--- config.mk ---
export PLATFORM = sky130hd
export DESIGN_NAME = lcd_tmds_encoder
export DESIGN_NICKNAME = d
export VERILOG_FILES = /design/src/rtl/lcd_tmds_pkg.sv /design/src/rtl/tmds_channel_enc.sv /design/src/rtl/lcd_tmds_encoder.sv
export SDC_FILE = /design/constraint.sdc
export NUM_CORES = 1
export LEC_CHECK = 0
export BUFFER_PORTS_ARGS = -buffer_cell sky130_fd_sc_hd__buf_2
export CAP_MARGIN = 10
export CORE_UTILIZATION = 50
export CTS_BUF_LIST = sky130_fd_sc_hd__clkbuf_8
export DETAILED_ROUTE_END_ITERATION = 12
export PLACE_DENSITY = 0.68
export SETUP_SLACK_MARGIN = 0.3
export SLEW_MARGIN = 20
export SYNTH_ARGS = -nofsm -noshare
export SYNTH_HDL_FRONTEND = slang
export SYNTH_HIERARCHICAL = 1
export SYNTH_SLANG_ARGS = --single-unit
export TNS_END_PERCENT = 20
--- constraint.sdc ---
create_clock -name clk -period 8.12 [get_ports clk]
set_input_delay 0.406 -clock clk [delete_from_list [all_inputs] [get_ports clk]]
set_output_delay 0.406 -clock clk [all_outputs]
set_load 0.05 [all_outputs]
--- src/rtl/lcd_tmds_pkg.sv ---
// Shared constants for the greyscale DVI TMDS encoder: control symbols,
// reset symbol, disparity-counter width and small encoding helpers.
package lcd_tmds_pkg;

  localparam int CNT_W = 6;

  localparam logic [9:0] CTRL_00 = 10'b1101010100;
  localparam logic [9:0] CTRL_01 = 10'b0010101011;
  localparam logic [9:0] CTRL_10 = 10'b0101010100;
  localparam logic [9:0] CTRL_11 = 10'b1010101011;

  localparam logic [9:0] RESET_SYM = CTRL_00;

  // c = {c1, c0}
  function automatic logic [9:0] ctrl_sym(input logic [1:0] c);
    logic [9:0] s;
    case (c)
      2'b00:   s = CTRL_00;
      2'b01:   s = CTRL_01;
      2'b10:   s = CTRL_10;
      default: s = CTRL_11;
    endcase
    return s;
  endfunction

  function automatic logic [3:0] ones8(input logic [7:0] v);
    logic [3:0] n;
    n = 4'd0;
    for (int i = 0; i < 8; i++) begin
      n = n + {3'b000, v[i]};
    end
    return n;
  endfunction

endpackage

--- src/rtl/tmds_channel_enc.sv ---
// One TMDS channel: stage A (transition minimisation) and stage B (DC balance
// or control symbol), two registered stages with a private disparity counter.
module tmds_channel_enc
  import lcd_tmds_pkg::*;
(
  input  logic       clk,
  input  logic       resetn,
  input  logic       de,
  input  logic [7:0] dat,
  input  logic [1:0] c,
  output logic [9:0] tmds
);

  logic [8:0]             q_m_nxt;
  logic [8:0]             q_m;
  logic                   de_a;
  logic [1:0]             c_a;
  logic [3:0]             n1d;
  logic                   use_xnor;
  logic                   chain;
  logic [3:0]             n1q;
  logic signed [CNT_W-1:0] diff;
  logic signed [CNT_W-1:0] cnt;
  logic signed [CNT_W-1:0] cnt_nxt;
  logic [9:0]             sym;

  always_comb begin
    n1d      = ones8(dat);
    use_xnor = (n1d > 4'd4) || ((n1d == 4'd4) && !dat[0]);
    chain    = dat[0];
    q_m_nxt  = '0;
    q_m_nxt[0] = chain;
    for (int i = 1; i < 8; i++) begin
      chain      = use_xnor ? ~(chain ^ dat[i]) : (chain ^ dat[i]);
      q_m_nxt[i] = chain;
    end
    q_m_nxt[8] = ~use_xnor;
  end

  // diff = N1 - N0 of q_m[7:0] = 2*N1 - 8, range -8..+8
  always_comb begin
    n1q     = ones8(q_m[7:0]);
    diff    = $signed({1'b0, n1q, 1'b0}) - 6'sd8;
    sym     = ctrl_sym(c_a);
    cnt_nxt = '0;
    if (de_a) begin
      if ((cnt == '0) || (diff == '0)) begin
        sym     = {~q_m[8], q_m[8], q_m[8] ? q_m[7:0] : ~q_m[7:0]};
        cnt_nxt = q_m[8] ? (cnt + diff) : (cnt - diff);
      end else if (cnt[CNT_W-1] == diff[CNT_W-1]) begin
        // both non-zero here, so equal signs mean the running disparity would grow
        sym     = {1'b1, q_m[8], ~q_m[7:0]};
        cnt_nxt = cnt + $signed({4'b0000, q_m[8], 1'b0}) - diff;
      end else begin
        sym     = {1'b0, q_m[8], q_m[7:0]};
        cnt_nxt = cnt - $signed({4'b0000, ~q_m[8], 1'b0}) + diff;
      end
    end
  end

  always_ff @(posedge clk) begin
    if (!resetn) begin
      q_m  <= '0;
      de_a <= 1'b0;
      c_a  <= 2'b00;
      cnt  <= '0;
      tmds <= RESET_SYM;
    end else begin
      q_m  <= q_m_nxt;
      de_a <= de;
      c_a  <= c;
      cnt  <= cnt_nxt;
      tmds <= sym;
    end
  end

endmodule

--- src/rtl/lcd_tmds_encoder.sv ---
// Greyscale-to-DVI TMDS encoder top: data-enable decode, optional bar test
// pattern (LCD_TMDS_TESTPAT_EN) and three channel encoders; sync rides on blue.
module lcd_tmds_encoder
  import lcd_tmds_pkg::*;
#(
  parameter bit DEN_ACTIVE_LOW = 1'b1,
  parameter int BAR_W          = 40
) (
  input  logic       clk,
  input  logic       resetn,
  input  logic [7:0] lcd_dat,
  input  logic       lcd_hsync,
  input  logic       lcd_vsync,
  input  logic       lcd_den,
`ifdef LCD_TMDS_TESTPAT_EN
  input  logic       test_en,
`endif
  output logic [9:0] tmds_r,
  output logic [9:0] tmds_g,
  output logic [9:0] tmds_b
);

  logic       de;
  logic [7:0] enc_dat;

  assign de = lcd_den ^ DEN_ACTIVE_LOW;

`ifdef LCD_TMDS_TESTPAT_EN
  logic [9:0] pix_cnt;
  logic [2:0] bar_idx;
  logic [7:0] bar_byte;
  int         bar_raw;

  // counts active pixels already seen on this line; saturates instead of wrapping
  always_ff @(posedge clk) begin
    if (!resetn) begin
      pix_cnt <= '0;
    end else if (!de) begin
      pix_cnt <= '0;
    end else if (pix_cnt != '1) begin
      pix_cnt <= pix_cnt + 10'd1;
    end
  end

  always_comb begin
    bar_raw  = int'(pix_cnt) / BAR_W;
    bar_idx  = (bar_raw > 7) ? 3'd7 : 3'(bar_raw);
    bar_byte = {5'b00000, bar_idx} * 8'd36;
    enc_dat  = test_en ? bar_byte : lcd_dat;
  end
`else
  assign enc_dat = lcd_dat;
`endif

  tmds_channel_enc u_enc_r (
    .clk    (clk),
    .resetn (resetn),
    .de     (de),
    .dat    (enc_dat),
    .c      (2'b00),
    .tmds   (tmds_r)
  );

  tmds_channel_enc u_enc_g (
    .clk    (clk),
    .resetn (resetn),
    .de     (de),
    .dat    (enc_dat),
    .c      (2'b00),
    .tmds   (tmds_g)
  );

  tmds_channel_enc u_enc_b (
    .clk    (clk),
    .resetn (resetn),
    .de     (de),
    .dat    (enc_dat),
    .c      ({lcd_vsync, lcd_hsync}),
    .tmds   (tmds_b)
  );

endmodule

Word-level counts from Yosys, hierarchy flattened
Index checks and enable logic that the tools add are counted.
W data, S select, Z words.
Storage, ports and cells
  output and inout port bits: 30
  register bits: 60
  logic and storage cells: 104
Operators by class
  bitwise gates (word level): 18
  add/sub/neg operators: 33
  reduce and logical (&&, ||, !) cells: 12
  equal/unequal tests: 6
  $lt $le $gt $ge: 1
  muxes and demuxes: 25
Operators by type and width (number)
  $mux W10: 7
  $mux W6: 9
  $add A4 B1 Y4: 12
  $add A6 B6 Y6: 6
  $sub A6 B6 Y6: 6
  $pmux W10 S3: 1
  $logic_not A6 Y1: 4
  $add A6 B3 Y6: 3
  $sub A6 B3 Y6: 3
  $not A1 Y1: 10
  $mux W8: 1
  $not A8 Y8: 1
  $mux W1: 7
  $xor A1 B1 Y1: 7
  $sub A5 B4 Y6 const B: 1
  $add A1 B1 Y2: 2
  $eq A4 B3 Y1 const B: 1
  $gt A4 B3 Y1 const B: 1
  $logic_or A1 B1 Y1: 4
  $eq A1 B1 Y1: 3
  $eq A2 B1 Y1 const B: 1
  $eq A2 B2 Y1 const B: 1
  $logic_not A2 Y1: 1
  $reduce_and A2 Y1: 1
  other kinds (2): 2

Longest topological paths before layout
Gate-level depths: netlist of the first run.
  word-level depth: 29
  depth in mapped cells: 17
  mapped depth without buffers: 17

Cells and area by module
Netlist of the first run, hierarchy kept.
By module, submodules not included
  tmds_channel_enc at u_enc_r: area an instance 2152.1 um^2, instances 1, cells an instance 222
  tmds_channel_enc at u_enc_b: area an instance 2149.6 um^2, instances 1, cells an instance 221
  tmds_channel_enc at u_enc_g: area an instance 2145.8 um^2, instances 1, cells an instance 222
  lcd_tmds_encoder: area an instance 7.5 um^2, instances 1, cells an instance 2

Least setup slack after synthesis of the first run
No wires, ideal clock.
  kind: register to register
  start point: register u_enc_g.q_m[0]
  end point: register u_enc_g.tmds[2]
  data arrival time: 4289 ps
  cell stages (with the launch flop): 15
  path buffers: 0
  clock period less this slack: 4403 ps
  required time: 8006 ps
  path slack: 3717 ps
  cells stage by stage: dfxtp_1 > fa_1 > inv_1 > fa_1 > fa_1 > inv_1 > ha_1 > fa_1 > xor2_1 > inv_1 > ha_1 > xor2_1 > mux2i_4 > xor2_1 > a21o_1
On the way
  cells in the longest elaborated chain, start to end: 11
  elaborated cells on any way between the ends: 13
  those cells by class: 8 x add/sub; 1 x eq/ne; 2 x mux; 2 x reduce/logical
RTL lines
  start, declared: line tmds_channel_enc.sv:15  | logic [8:0] q_m;
  start signal, assigned: line tmds_channel_enc.sv:69  | q_m <= q_m_nxt;
  $add A1 B1 Y2 (*)
  $add A4 B1 Y4 (*) (6 in a row)
  $sub A5 B4 Y6 (*)
  $logic_not A6 Y1 / $eq A1 B1 Y1 (equally long branches)
  $logic_or A1 B1 Y1 / $mux W10 (equally long branches): line tmds_channel_enc.sv:47, tmds_channel_enc.sv:50
  $mux W10 (*): line tmds_channel_enc.sv:47  | if ((cnt == '0) || (diff == '0)) begin
  end signal, assigned: line tmds_channel_enc.sv:73  | tmds <= sym;
  end, declared: line tmds_channel_enc.sv:11  | output logic [9:0] tmds
Every way passes the cells marked *; elsewhere a longest branch is shown, timed or not.
A chain may end at the register's enable or synchronous reset.

Worst setup path after layout of the first run
Ends and elaborated chain as after synthesis.

==> out/summary.json, run 1 <==
{
  "outcome": "finished, violations left",
  "violations_in_the_final_reports": "design-rule violations",
  "slew-limit-headroom": 0.451,
  "worst-endpoint-required_ps": 8370,
  "detailedRoute.firstPassIterationCount": 8,
  "stdcell_area_mm2": 0.00707,
  "critPathMaxFanout": 9,
  "num_antenna_cells": 0,
  "post_synth_instance_area_mm2": 0.00645,
  "routed_wl_mm": 11.7,
  "count_of_buffers_inserted_at_the_top_level_ports": 42,
  "vias_per_cell": 4.83,
  "finalSetupViolCount": 0,
  "critical_path.top_delay_family": "adder cells",
  "crit_path_start_kind": "register",
  "grt_setup_unrepaired": "no",
  "post_synth_edffs": 0,
  "seq_area_frac_synth": 0.251,
  "asyncSetResetFlopFracSynth": 0,
  "tightestPinTransition_ps": 821,
  "cp_cell_sequence": "fa_1 > inv_1 > fa_1 > fa_1 > inv_1 > ha_1 > fa_1 > xor2_1 > inv_1 > ha_1 > xor2_1 > mux2i_4 > xor2_1 > a21o_1",
  "cts_resized": 0,
  "grt_overflow": 0,
  "post-route-min-period_ps": 4810,
  "netlist-cell-type-count": 35,
  "worstSetupEndpointType": "register",
  "ctsRootBufferMaster": "sky130_fd_sc_hd__clkbuf_8",
  "first_global_vias": 4347,
  "area_of_the_die_mm2": 0.0134,
  "initialDrtViolationCount": 215,
  "mostFrequentLayoutCell": "sky130_fd_sc_hd__inv_1",
  "grt.total_usage": 0.185,
  "route.detailed.wl_per_inst_um": 13.1,
  "clkSlewWorstSetupHoldPaths_ps": 90,
  "critical_path.most_common_cell": "sky130_fd_sc_hd__fa_1",
  "drc": 2,
  "detailed_place.area_mm2": 0.00686,
  "path_buf_inv": 3,
  "postSynthCellCount": 667,
  "yosysWarnings": 6,
  "cts_buffers": 9,
  "post-route-period-util": 0.592,
  "mostFrequentLayoutCells": "sky130_fd_sc_hd__inv_1, sky130_fd_sc_hd__ha_1, sky130_fd_sc_hd__dfxtp_1",
  "synthesis.area_per_instance_um2": 9.68,
  "ys_ff_latch": 81,
  "via_count": 4301,
  "n_fill_cell": 1141,
  "ios": 43,
  "die_height_um": 116,
  "postCtsSetupRepairBufs": 0,
  "placementRows": 41,
  "maxcap_violations": 0,
  "worst-setup-path-type": "register to register",
  "cts_buffer_depth": 2,
  "final_layout_size_suffix_gt1_frac": 0.100,
  "gp_congestion": 0.860,
  "cts_tree": "yes",
  "flow.area_growth_from_synthesis_pct": 9.56,
  "critical-path-max-stage-delay_ps": 680,
  "largest_net_degree_at_the_start_of_global_routing": 29,
  "finClkSkew_ps": 8.60,
  "standard_cell_with_the_maximum_stage_delay_on_the_critical_path": "sky130_fd_sc_hd__xor2_1",
  "crit_arrival_ps": 5060,
  "final.setup.tns_ps": 0,
  "min_path_type": "primary input to register",
  "hold_viol_final": 0,
  "timing.final.max_slew_violations": 0,
  "cts_hold_buf": 0,
  "start_util": 0.512,
  "dominantRegCellSynth": "sky130_fd_sc_hd__dfxtp_1",
  "max_clock_freq_mhz": 208,
  "die_x_um": 116,
  "final_net_count": 859,
  "cts_max_level": 3,
  "grt_antenna_before_repair": 0,
  "core_area_mm2": 0.0126,
  "detail-route-antenna-nets": 0,
  "clkSinkCount": 81,
  "skew_pair_late_insertion_delay_ps": 350,
  "wire_length_of_the_first_global_routing_pass_mm": 19.4,
  "final_core_util": 0.560,
  "post-dp-hpwl_mm": 9.48
}
-- worst paths after layout --
kind / from / endpoint / slack [ps] / depth (start not counted)
max: u_enc_g/q_m[0]$_SDFF_PN0_ / u_enc_g/tmds[2]$_SDFF_PN1_ / 3310 / 14
min reg2reg: u_enc_b/q_m[7]$_SDFF_PN0_ / u_enc_b/tmds[7]$_SDFF_PN0_ / 560 / 2
max reg2reg: u_enc_g/q_m[0]$_SDFF_PN0_ / u_enc_g/tmds[2]$_SDFF_PN1_ / 3310 / 14
min: lcd_hsync / u_enc_b/c_a[0]$_SDFF_PN0_ / 250 / 2
-- cell families after synthesis --
logic type	synth area share
flops	0.251
xor+xnor	0.150
fa+ha+maj	0.301
compound gates	0.104
simple gates	0.0723
other cells	0.000581
mux	0.0390
buf+inv	0.0814
-- sequential cells by signal, summed over array words and instances, names as in the netlist --
register and cells:
u_enc_r/cnt 5, u_enc_b/tmds 10, u_enc_b/cnt 5, u_enc_b/de_a 1, u_enc_r/de_a 1, u_enc_b/q_m 9, u_enc_r/tmds 10, u_enc_g/cnt 5
u_enc_g/tmds 10, u_enc_g/c_a 2, u_enc_g/de_a 1, u_enc_r/q_m 9, u_enc_g/q_m 9, u_enc_b/c_a 2, u_enc_r/c_a 2
-- metal layers --
metal	track usage	vias to the layer above	wire, um
li1	-	2206	-
met1	0.229	2053	5510
met2	0.332	35	5820
met3	0.0319	7	241
met4	0.0487	0	107
met5	0	-	0
-- worst register-to-register path, cell delays in order (launching register included) --
cell	delay, ps
sky130_fd_sc_hd__dfxtp_1	350
sky130_fd_sc_hd__fa_1	550
sky130_fd_sc_hd__inv_1	50
sky130_fd_sc_hd__fa_1	450
sky130_fd_sc_hd__fa_1	500
sky130_fd_sc_hd__inv_1	50
sky130_fd_sc_hd__ha_1	200
sky130_fd_sc_hd__fa_1	380
sky130_fd_sc_hd__xor2_1	460
sky130_fd_sc_hd__inv_1	100
sky130_fd_sc_hd__ha_1	230
sky130_fd_sc_hd__xor2_1	680
sky130_fd_sc_hd__mux2i_4	310
sky130_fd_sc_hd__xor2_1	230
sky130_fd_sc_hd__a21o_1	190
-- area by class of cell --
class,count,area [um2],area share
multi-input combinational,449,4320,0.611
sequential,81,1620,0.229
inverter,131,492,0.0695
tap,172,215,0.0304
timing repair buffer,42,210,0.0297
clock buffer,11,151,0.0214
clock inverter,5,62.6,0.00885
-- cell usage after synthesis (3+ instances only) --
master / n / share of area
sky130_fd_sc_hd__inv_1: 129 / 0.075
sky130_fd_sc_hd__ha_1: 93 / 0.18
sky130_fd_sc_hd__dfxtp_1: 81 / 0.25
sky130_fd_sc_hd__xnor2_1: 64 / 0.087
sky130_fd_sc_hd__nor2_1: 50 / 0.029
sky130_fd_sc_hd__fa_1: 39 / 0.12
sky130_fd_sc_hd__a21oi_1: 36 / 0.028
sky130_fd_sc_hd__a21o_1: 27 / 0.031
sky130_fd_sc_hd__xor2_1: 25 / 0.034
sky130_fd_sc_hd__a211oi_1: 18 / 0.021
sky130_fd_sc_hd__mux2i_1: 15 / 0.023
sky130_fd_sc_hd__and2_1: 13 / 0.013
sky130_fd_sc_hd__o21ai_0: 10 / 0.0078
sky130_fd_sc_hd__clkbuf_1: 9 / 0.0052
sky130_fd_sc_hd__nand2_1: 9 / 0.0052
sky130_fd_sc_hd__xnor3_1: 7 / 0.024
sky130_fd_sc_hd__nor2b_1: 6 / 0.0058
sky130_fd_sc_hd__a31oi_1: 3 / 0.0029
sky130_fd_sc_hd__mux2_2: 3 / 0.0052
sky130_fd_sc_hd__mux2i_4: 3 / 0.010
sky130_fd_sc_hd__nor3_1: 3 / 0.0023
sky130_fd_sc_hd__nor3b_1: 3 / 0.0035
sky130_fd_sc_hd__o31ai_1: 3 / 0.0035
-- per-stage QoR --
stage | hold slack [ps] | instances | setup WS [ps]
floorplan | 533 | 670 | 3720
global placement | 564 | 875 | 3450
detailed placement | 565 | 875 | 3300
CTS | 223 | 891 | 3280
global route | 236 | 891 | 3050
finish | 249 | 891 | 3310
Power of run 1 is left out: the tool's default activity adds up to more than one toggle a clock period on the data nets, which glitch-free logic cannot reach.
==> inputs of run 2 (changes only) <==
--- a/config.mk
+++ b/config.mk
@@ -10,7 +10,7 @@
 export CORE_UTILIZATION = 50
 export CTS_BUF_LIST = sky130_fd_sc_hd__clkbuf_8
 export DETAILED_ROUTE_END_ITERATION = 12
-export PLACE_DENSITY = 0.68
+export PLACE_DENSITY = 0.7
 export SETUP_SLACK_MARGIN = 0.3
 export SLEW_MARGIN = 20
 export SYNTH_ARGS = -nofsm -noshare
==> constraint.sdc (replaced) <==
create_clock -name clk -period 4.05 [get_ports clk]
set_input_delay 0.2025 -clock clk [delete_from_list [all_inputs] [get_ports clk]]
set_output_delay 0.2025 -clock clk [all_outputs]
set_load 0.05 [all_outputs]
==> run 2 against run 1 <==
  * The run ends with negative setup slack left
  * Die area unchanged
  * Worst hold slack got worse by 200 ps
  * Fmax increased by 7.9%
  * Via count increased by 9.0%
  * Sequential cell count unchanged
  * Critical path depth increased by 3
  * Clock skew increased by 6.5 ps
  * Design area increased by 18%
  * Wire length increased by 14%
==> out/summary.json, run 2 (synthesis results as in run 1) <==
{
  "number_of_cells_traversed_by_the_worst_hold_path": 2,
  "tightestPinTransition_ps": 745,
  "placement.setup.worst_slack_ps": -398,
  "worst-endpoint-required_ps": 4340,
  "start_util": 0.512,
  "first_global_vias": 4879,
  "cts_buffer_depth": 2,
  "drc": 0,
  "max_clock_freq_mhz": 224,
  "largest_registers": "u_enc_b/tmds x10, u_enc_g/tmds x10, u_enc_r/tmds x10",
  "finClkSkew_ps": 15.1,
  "maxcap_violations": 0,
  "cts_buffers": 9,
  "min_path_type": "primary input to register",
  "final_net_count": 924,
  "worstSetupEndpointType": "register",
  "slew-limit-headroom": 0.499,
  "vias_per_cell": 4.91,
  "initialDrtViolationCount": 166,
  "worst-r2r-cell-count": 17,
  "timing.final.max_slew_violations": 0,
  "hold_viol_final": 0,
  "crit_arrival_ps": 4750,
  "worstHoldStart": "lcd_vsync",
  "standard_cell_with_the_maximum_stage_delay_on_the_critical_path": "sky130_fd_sc_hd__fa_2",
  "worst-setup-path-type": "register to register",
  "mostFrequentLayoutCell": "sky130_fd_sc_hd__inv_1",
  "largest_net_degree_at_the_start_of_global_routing": 29,
  "critical-path-max-stage-delay_ps": 580,
  "final.setup.tns_ps": -5250,
  "ctsRootBufferMaster": "sky130_fd_sc_hd__clkbuf_8",
  "critical_path.top_delay_family": "adder cells",
  "post-route-min-period_ps": 4460,
  "grt_setup_unrepaired": "yes",
  "placementRows": 41,
  "cts_max_level": 3,
  "post-route-period-util": 1.10,
  "count_of_buffers_inserted_at_the_top_level_ports": 42,
  "final_layout_size_suffix_gt1_frac": 0.321,
  "die_x_um": 116,
  "cp_cell_sequence": "fa_1 > inv_2 > fa_1 > fa_1 > inv_1 > ha_2 > fa_2 > inv_4 > ha_4 > mux2_4 > buf_4 > ha_4 > a21o_1 > a21oi_2 > xnor2_1 > nor2_1 > a211oi_1",
  "clkSlewWorstSetupHoldPaths_ps": 90,
  "setup.reg_to_reg.worst_slack_ps": -410,
  "path_buf_inv": 4,
  "reg2reg_from": "u_enc_r/q_m[0]$_SDFF_PN0_",
  "final_critical_path_setup_slack_ps": -408,
  "r2r_end": "u_enc_r/cnt[4]$_SDFF_PN0_",
  "grt.total_usage": 0.210,
  "die_height_um": 116,
  "cts_tree": "yes",
  "area_of_the_die_mm2": 0.0134,
  "grt_antenna_before_repair": 0,
  "detail-route-antenna-nets": 0,
  "post-dp-hpwl_mm": 10.3,
  "violations_in_the_final_reports": "negative setup slack",
  "ios": 43,
  "via_count": 4690,
  "routed_wl_mm": 13.3,
  "finalSetupViolCount": 31,
  "num_antenna_cells": 0,
  "hold_end": "u_enc_b/c_a[1]$_SDFF_PN0_",
  "core_area_mm2": 0.0126,
  "skew_pair_late_insertion_delay_ps": 370,
  "wire_length_of_the_first_global_routing_pass_mm": 21.9,
  "grt_overflow": 0,
  "detailedRoute.firstPassIterationCount": 4,
  "n_fill_cell": 935,
  "critical_path.most_common_cell": "sky130_fd_sc_hd__fa_1",
  "clkSinkCount": 81,
  "gp_congestion": 0.800,
  "critPathMaxFanout": 3,
  "outcome": "finished, violations left",
  "mostFrequentLayoutCells": "sky130_fd_sc_hd__inv_1, sky130_fd_sc_hd__dfxtp_1, sky130_fd_sc_hd__ha_1",
  "flow.area_growth_from_synthesis_pct": 29.8,
  "crit_path_start_kind": "register",
  "route.detailed.wl_per_inst_um": 13.9
}
-- run 2: repair_timing --
action / 4_1_cts / 5_1_grt
gates resized for setup: 54 / 44
pin swaps: 50 / 37
setup buffers: 4 / 4
endpoints found under the setup margin: 42 / 42
hold buffers: 0 / 0
cloned: 0 / 1
-- run 2: how the worst max path moves through the flow --
stage | from | end | slack, ps | cells after the start
after floorplan | u_enc_b/q_m[0]$_SDFF_PN0_ | u_enc_b/tmds[2]$_SDFF_PN1_ | -180 | 16
after global placement | u_enc_b/q_m[0]$_SDFF_PN0_ | u_enc_b/cnt[5]$_SDFF_PN0_ | -280 | 16
after detailed placement | u_enc_b/q_m[0]$_SDFF_PN0_ | u_enc_b/cnt[4]$_SDFF_PN0_ | -400 | 16
after CTS | u_enc_r/q_m[0]$_SDFF_PN0_ | u_enc_r/cnt[5]$_SDFF_PN0_ | -350 | 16
after global routing | u_enc_r/q_m[0]$_SDFF_PN0_ | u_enc_r/cnt[4]$_SDFF_PN0_ | -520 | 17
final | u_enc_r/q_m[0]$_SDFF_PN0_ | u_enc_r/cnt[4]$_SDFF_PN0_ | -410 | 17
-- run 2: cell type report --
| type | instances | area [um2] | area share |
|---|---|---|---|
| multi-input cells | 449 | 5040 | 0.601 |
| inverters | 131 | 512 | 0.0611 |
| well taps | 172 | 215 | 0.0257 |
| repair buffers | 107 | 800 | 0.0954 |
| clock inverters | 6 | 47.5 | 0.00568 |
| clock buffers | 10 | 138 | 0.0164 |
| flip-flops and latches | 81 | 1630 | 0.194 |
-- run 2: stage by stage --
| stage | utilization | instances | area (um2) | hold WS (ps) |
|---|---|---|---|---|
| floorplan | - | 670 | 6730 | 330 |
| global placement | 0.601 | 931 | 7590 | 412 |
| detailed placement | 0.601 | 931 | 7590 | 422 |
| CTS | 0.641 | 951 | 8090 | 24.8 |
| global route | 0.664 | 956 | 8380 | 38.9 |
| finish | 0.664 | 956 | 8380 | 49.6 |
-- run 2: metal layers --
layer  vias up  GRT usage  share of wire
met3        19     0.0460          0.032
li1       2344          -              -
met4         0     0.0624          0.017
met5         -          0              0
met2        61      0.378           0.52
met1      2266      0.249           0.43
Power of run 2 is left out for the same reason.
